`src/rtl/eight_to_three_encoder.sv`:
```
// Sequential 8-to-3 priority encoder: merges multi-hot requests into a pending
// register and serves one code per cycle over a valid/ready handshake.
module eight_to_three_encoder #(
    parameter int HIGH_FIRST = 1
) (
    input  logic       clk,
    input  logic       rst_n,
    input  logic       enable,
    input  logic [7:0] req_in,
    input  logic       req_valid,
    output logic [2:0] code_out,
    output logic       code_valid,
    input  logic       code_ready,
    output logic [7:0] pending,
    output logic [3:0] pend_count,
    output logic       dup_err,
    input  logic       err_clr
);

    typedef enum logic {IDLE, HOLD} state_t;

    state_t     state_q, state_d;
    logic [7:0] p_q, p_d;
    logic [2:0] code_q, code_d;
    logic       vld_q, vld_d;
    logic       dup_q, dup_d;
    logic [2:0] sel;
    logic       load;
    logic [7:0] clr_mask;
    logic [7:0] req_m;

    // Selection looks only at registered P; later loop iterations win.
    always_comb begin
        sel = 3'd0;
        if (HIGH_FIRST != 0) begin
            for (int i = 0; i < 8; i++) begin
                if (p_q[i]) sel = 3'(i);
            end
        end else begin
            for (int i = 7; i >= 0; i--) begin
                if (p_q[i]) sel = 3'(i);
            end
        end
    end

    always_comb begin
        pend_count = 4'd0;
        for (int i = 0; i < 8; i++) begin
            pend_count = pend_count + {3'b000, p_q[i]};
        end
    end

    always_comb begin
        state_d = state_q;
        code_d  = code_q;
        vld_d   = vld_q;
        load    = 1'b0;
        case (state_q)
            IDLE: begin
                if (enable && (p_q != 8'd0)) begin
                    load    = 1'b1;
                    code_d  = sel;
                    vld_d   = 1'b1;
                    state_d = HOLD;
                end else begin
                    vld_d   = 1'b0;
                end
            end
            HOLD: begin
                if (code_ready) begin
                    if (enable && (p_q != 8'd0)) begin
                        load   = 1'b1;
                        code_d = sel;
                    end else begin
                        code_d  = 3'd0;
                        vld_d   = 1'b0;
                        state_d = IDLE;
                    end
                end
            end
            default: begin
                code_d  = 3'd0;
                vld_d   = 1'b0;
                state_d = IDLE;
            end
        endcase
    end

    // A request for the bit being served this edge re-arms it and is not a duplicate.
    always_comb begin
        clr_mask = load ? (8'd1 << sel) : 8'd0;
        req_m    = req_valid ? req_in : 8'd0;
        p_d      = (p_q & ~clr_mask) | req_m;
        if ((req_m & p_q & ~clr_mask) != 8'd0) dup_d = 1'b1;
        else if (err_clr)                      dup_d = 1'b0;
        else                                   dup_d = dup_q;
    end

    always_ff @(posedge clk or negedge rst_n) begin
        if (!rst_n) begin
            state_q <= IDLE;
            p_q     <= 8'd0;
            code_q  <= 3'd0;
            vld_q   <= 1'b0;
            dup_q   <= 1'b0;
        end else begin
            state_q <= state_d;
            p_q     <= p_d;
            code_q  <= code_d;
            vld_q   <= vld_d;
            dup_q   <= dup_d;
        end
    end

    assign code_out   = code_q;
    assign code_valid = vld_q;
    assign pending    = p_q;
    assign dup_err    = dup_q;

endmodule

```
`config.mk`:
```
export PLATFORM = sky130hd
export DESIGN_NAME = eight_to_three_encoder
export DESIGN_NICKNAME = d
export VERILOG_FILES = /design/src/rtl/eight_to_three_encoder.sv
export SDC_FILE = /design/constraint.sdc
export NUM_CORES = 1
export LEC_CHECK = 0
export ABC_CLOCK_PERIOD_IN_PS = 2950
export CAP_MARGIN = 20
export CORE_ASPECT_RATIO = 0.6
export CORE_MARGIN = 8
export CORE_UTILIZATION = 29
export CTS_BUF_LIST = sky130_fd_sc_hd__clkbuf_4
export CTS_CLUSTER_SIZE = 40
export DETAILED_ROUTE_END_ITERATION = 8
export GPL_TIMING_DRIVEN = 0
export PLACE_DENSITY = 0.63
export SLEW_MARGIN = 20
export SYNTH_ARGS = -nofsm -noshare
export SYNTH_HDL_FRONTEND = slang
export SYNTH_SLANG_ARGS = --single-unit
```
`constraint.sdc`:
```
create_clock -name clk -period 2.95 [get_ports clk]
set_clock_uncertainty 0.05 [all_clocks]
set_input_delay 0.59 -clock clk [delete_from_list [all_inputs] [get_ports clk]]
set_output_delay 0.59 -clock clk [all_outputs]
set_load 0.01 [all_outputs]
```
---- After elaboration in Yosys (flattened, before gate mapping) ----
Index checks and enable logic that the tools add are counted.
storage, ports and cells
  input bits .............................. 14
  flip-flop bits (word level) ............. 14
  output and inout bits ................... 17
  logic and storage cells ................. 51
cells by class
  shift-type cells ........................ 1
  add/sub/neg operators ................... 7
  reductions and logical operators ........ 6
  bitwise logic cells ..................... 6
  muxes and demuxes ....................... 23
  equal/unequal tests ..................... 3
operators by type and width
  cell                 number
  $and 8x8->8          3
  $mux 3               8
  $add 4x1->4          4
  $mux 8               2
  $reduce_bool 8->1    2
  $mux 1               8
  $not 8->8            1
  $or 8x8->8           1
  $shl 1x3->8 const A  1
  $ne 2x2->1 const B   3
  $pmux 1 s2           3
  $pmux 3 s2           1
  $add 3x1->4          1
  $reduce_and 2->1     2
  $add 2x1->3          1
  $add 1x1->2          1
  $mux 2               1
  $reduce_bool 2->1    1
  $logic_and 1x1->1    1
  $not 1->1            1

---- Logic depth before layout (Yosys ltp) ----
  depth in word-level cells ............... 13
  mapped depth ............................ 9
  depth with buffers taken out ............ 9

---- Least setup slack after synthesis ----
OpenSTA, ideal clock, no wires.
  path kind ............................... flip-flop to output port
  start point ............................. register p_q[0] (netlist: pending[0])
  end point ............................... output port pend_count[2]
  stages on the path, launching flop included .. 10
  required time ........................... 2310 ps
  path buffers ............................ 0
  data arrival time ....................... 2771 ps
  setup slack ............................. -461 ps
  cells stage by stage .................... dfrtp_1 fa_1 inv_1 fa_1 fa_1 inv_1 ha_1 inv_1 fa_1 xnor2_1
on the way
  cells in the longest elaborated chain, start to end .. 7
ends and longest elaborated chain
  item                       RTL line  text
  start, declared            23        logic [7:0] p_q, p_d;
  start signal, assigned     108       p_q <= p_d;
  $add 1x1->2                49        pend_count = pend_count + {3'b000, p_q[i]};
  $add 2x1->3                49
  $add 3x1->4                49
  $add 4x1->4 (4 in series)  49
  end, declared              15        output logic [3:0] pend_count,
No other way between the ends.

---- Worst setup path in the final report ----
  start point ............................. register p_q[0] (netlist: pending[0])
  end point ............................... output port pend_count[1]
Same word-level chain as after synthesis.

==> results.md <==
- The post-synthesis sequential area ratio is 0.3604.
- The maximum level of the CTS H-tree is 1.
- The total power consumption of the routed design is 692.2 uW.
- The tree built by TritonCTS fans out to 14 sinks.
- During placement, the flow inserted port buffers numbering 29.
- The hold violation count in the final report was 0.
- The worst setup path is captured at a primary output.
- Sorting the synthesized cells by area gives the leading types as sky130_fd_sc_hd__dfrtp_1 (36%), sky130_fd_sc_hd__fa_1 (8.2%), sky130_fd_sc_hd__inv_1 (6.2%).
- In this run the remaining antenna-violating nets after routing total 0.
- In this run the worst path has a maximum fanout of 2.
- The setup violation total in the final timing report is 4.
- Counting along the longest clock path gives a buffer depth of 2.
- The via count of the first global-routing pass is 942.
- Synthesis inferred 14 register bits.
- Static timing analysis puts the maximum clock frequency at 266.7 MHz.
- The count of different cell masters after synthesis is 33.
- The number of antenna violations at the first check in global routing is 0.
- Headroom to the max-slew limit came out at 0.5480.
- Across the VDD grid, the largest voltage drop is 0.1920 mV.
- Registers take 352.8 um2.
- When the netlist entered floorplanning its net count stood at 125.
- The final setup slack of the worst path is -800.2 ps.
- The post-route DRC violation count is 0.
- Setup repair after global routing could not meet its margin everywhere.
- The final critical path time including I/O delays and setup is 3750 ps.
- Of the cells placed in the final design, the portion with a size suffix greater than 1 is 0.2128.
- In this run, the number of DRC markers left after iteration 0 of detailed routing was 39.
- The clock slew at the register clock pins of the worst setup and hold paths is 90 ps.
- The switching power is 240.9 uW.
- The cell with the most instances after synthesis is sky130_fd_sc_hd__inv_1.
- Counting flops with an async set or reset pin after synthesis yields a share of 1.000.
- The final reports fail on setup timing.
- After routing the design area is 1410 um2.
- Final hold analysis gives a worst-case slack of 486.7 ps.
- The worst min-delay path category is register to register.
- Clock tree synthesis selected as its root buffer the cell sky130_fd_sc_hd__clkbuf_4.
- The clock power share is 0.165.
- In this run, CTS created clock tree buffers numbering 3.
- The share of total power dissipated in sequential elements is 0.332.
- A synthesized cell averages 9.439 um2.
- The placed instances occupy a cell area of 1329 um2.
- The area of the core is 3223 um2.
- The number of core rows is 16.
- The die covers 5522 um2.
- TritonCTS built the clock tree.
- The fraction of the cycle the final worst path needs is 1.271.
- Summing over every cut layer, the via total after detailed routing is 911.
- Data on the critical path arrives at its endpoint at 3110 ps.
- The internal power is 451.3 uW.
- The die is 60.85 um tall.
- The initial core utilization is 0.3016.
- After the last flow step, the layout net total stands at 164.
- Entering global routing, the biggest net connects 15 pins.
- The primary flip-flop cell chosen by synthesis mapping is sky130_fd_sc_hd__dfrtp_1.
- Yosys mapped a number of flops with a built-in enable equal to 0.
- At the end of routability-driven placement, the weighted congestion stood at 0.8280.
- The first global-routing pass estimated 4464 um of wire.
- The overall global routing resource usage is 0.1025.
- The first detailed-routing pass took 4 iterations.
- The kind of critical path is register to primary output.
- Counting instances in the post-synthesis netlist gives the leading cell types as sky130_fd_sc_hd__inv_1 (16), sky130_fd_sc_hd__dfrtp_1 (14), sky130_fd_sc_hd__nand2_1 (11).
- The antenna diode count is 0.
- The flow ran to the end, but the final reports show violations.
- The power density of the placed cells is 490.9 nW/um2.
- For this design, the CTS-stage hold fixing added 0 buffers.
- The leakage dissipation is 0.0006079 uW.
- Adding up every negative setup slack in the final design gives -2594 ps.
- The number of ports placed on the die boundary is 31.
- The leftover overflow at the end of global routing is 0.
- The measured slew at the worst slew-check pin is 675.9 ps.
- The post-synthesis cell area is 972.2 um2.
- For this block, the routed nets add up to 2691 um of wire.
- Of the total power, the share spent switching nets is 0.3480.
- The average detailed-routed wire length per instance is 14.47 um.
- The worst setup path is launched from a register.
- The multi-input combinational cells in the finished layout cover a total of 578.1 um2.
- From left edge to right edge, the die measures 90.75 um.
- For the worst-skew pair, the clock arrives at the later sink with an insertion delay of 280 ps.
- During synthesis, Yosys emitted a total of 0 warnings.
- The cell type with the largest total area after synthesis is sky130_fd_sc_hd__dfrtp_1.
- The share of total power dissipated in combinational logic is 0.503.
- The HPWL after detailed placement is 2074 um.
- The tool flagged a number of max-cap violations equal to 0.
- The per-cell via count in the routed design is 4.898.
- The area growth from synthesis to layout is 45.04%.
- The count of fill cells added during filler insertion is 315.
- Counting every instance in the synthesized netlist gives 103.
- The area fraction of the dominant cell type after synthesis is 0.3604.
- At the worst endpoint, the required time is 2310 ps.
- The total count of max-transition violations in the final report is 0.
-- state kept, by name (all words and copies together) (netlist names) --
name,count
pending,8
code_out,3
code_valid,1
dup_err,1
state_q,1
-- layer usage --
metal,global-route usage,share of wire
met1,0.1219,0.48
met2,0.1665,0.41
met3,0.05679,0.11
met4,0.007042,0
met5,0,0
-- through the flow --
stage	instances	setup slack, ps	utilization
floorplan	103	-400.9	-
global placement	177	-941.4	0.4123
detailed placement	177	-965.5	0.4123
CTS	185	-867.4	0.4340
global route	186	-871.8	0.4375
finish	186	-800.2	0.4375
-- cells in the final DEF, fill, tap and decap left out, types with 4 or more instances in the layout --
master                            instances
sky130_fd_sc_hd__clkdlybuf4s50_1         25
sky130_fd_sc_hd__inv_1                   12
sky130_fd_sc_hd__dfrtp_1                 12
sky130_fd_sc_hd__nand2_1                 11
sky130_fd_sc_hd__o21ai_0                  5
sky130_fd_sc_hd__nand4_1                  5
sky130_fd_sc_hd__inv_2                    4
sky130_fd_sc_hd__a22o_1                   4
sky130_fd_sc_hd__a21oi_1                  4
sky130_fd_sc_hd__buf_4                    4
-- critical path: stages (launching register included) --
cell                      delay, ps
sky130_fd_sc_hd__dfrtp_1        410
sky130_fd_sc_hd__fa_1           550
sky130_fd_sc_hd__inv_2           40
sky130_fd_sc_hd__fa_1           490
sky130_fd_sc_hd__fa_2           440
sky130_fd_sc_hd__inv_2           70
sky130_fd_sc_hd__ha_4           130
sky130_fd_sc_hd__inv_2           40
sky130_fd_sc_hd__fa_2           520
sky130_fd_sc_hd__inv_2           30
sky130_fd_sc_hd__buf_6          110
-- path summary, 6_finish.rpt --
| check | from | endpoint | slack [ps] | depth (start not counted) |
|---|---|---|---|---|
| worst max-delay path | pending[0] | pend_count[1] | -800 | 10 |
| worst min-delay path | code_valid | code_valid | 490 | 2 |
| worst max register to register | pending[7] | dup_err | 1190 | 5 |
| worst min register to register | code_valid | code_valid | 490 | 2 |
| max in group asynchronous | rst_n | pending[3] | 1720 | 1 |
| min in group asynchronous | rst_n | pending[2] | 660 | 1 |
-- cell families (layout without fill, tap and decap cells) --
family / count (synthesis) / in the layout / synth area share
xor gates and xnor gates: 1 / 1 / 0.009011
adders and majority gates: 8 / 8 / 0.1339
DFF: 14 / 14 / 0.3604
AOI/OAI and AO/OA: 31 / 31 / 0.2522
buffers and inverters: 19 / 57 / 0.07465
and+or+nand+nor: 30 / 30 / 0.1699
-- power by group through the flow --
stage | logic, uW | registers, uW | clock network, uW
2_1_floorplan | 157 | 237 | 0
3_3_place_gp | 306 | 232 | 0
3_5_place_dp | 311 | 234 | 0
4_1_cts | 338 | 230 | 120
5_1_grt | 379 | 233 | 125
6_report | 348 | 230 | 114
-- repair_timing --
item,in CTS,in global routing
setup buffers,4,1
gates resized for setup,27,1
pin swaps,4,3
setup endpoints to repair,4,4
-- cell type report --
class,instances,area share
plain buffers,3,0.008873
clock buffers,3,0.01597
clock inverters,1,0.002662
inverters,16,0.04259
multi-input cells,70,0.4099
flip-flops and latches,14,0.2502
well taps,45,0.03993
repair buffers,34,0.2298
(Power assumes the default switching activity.)
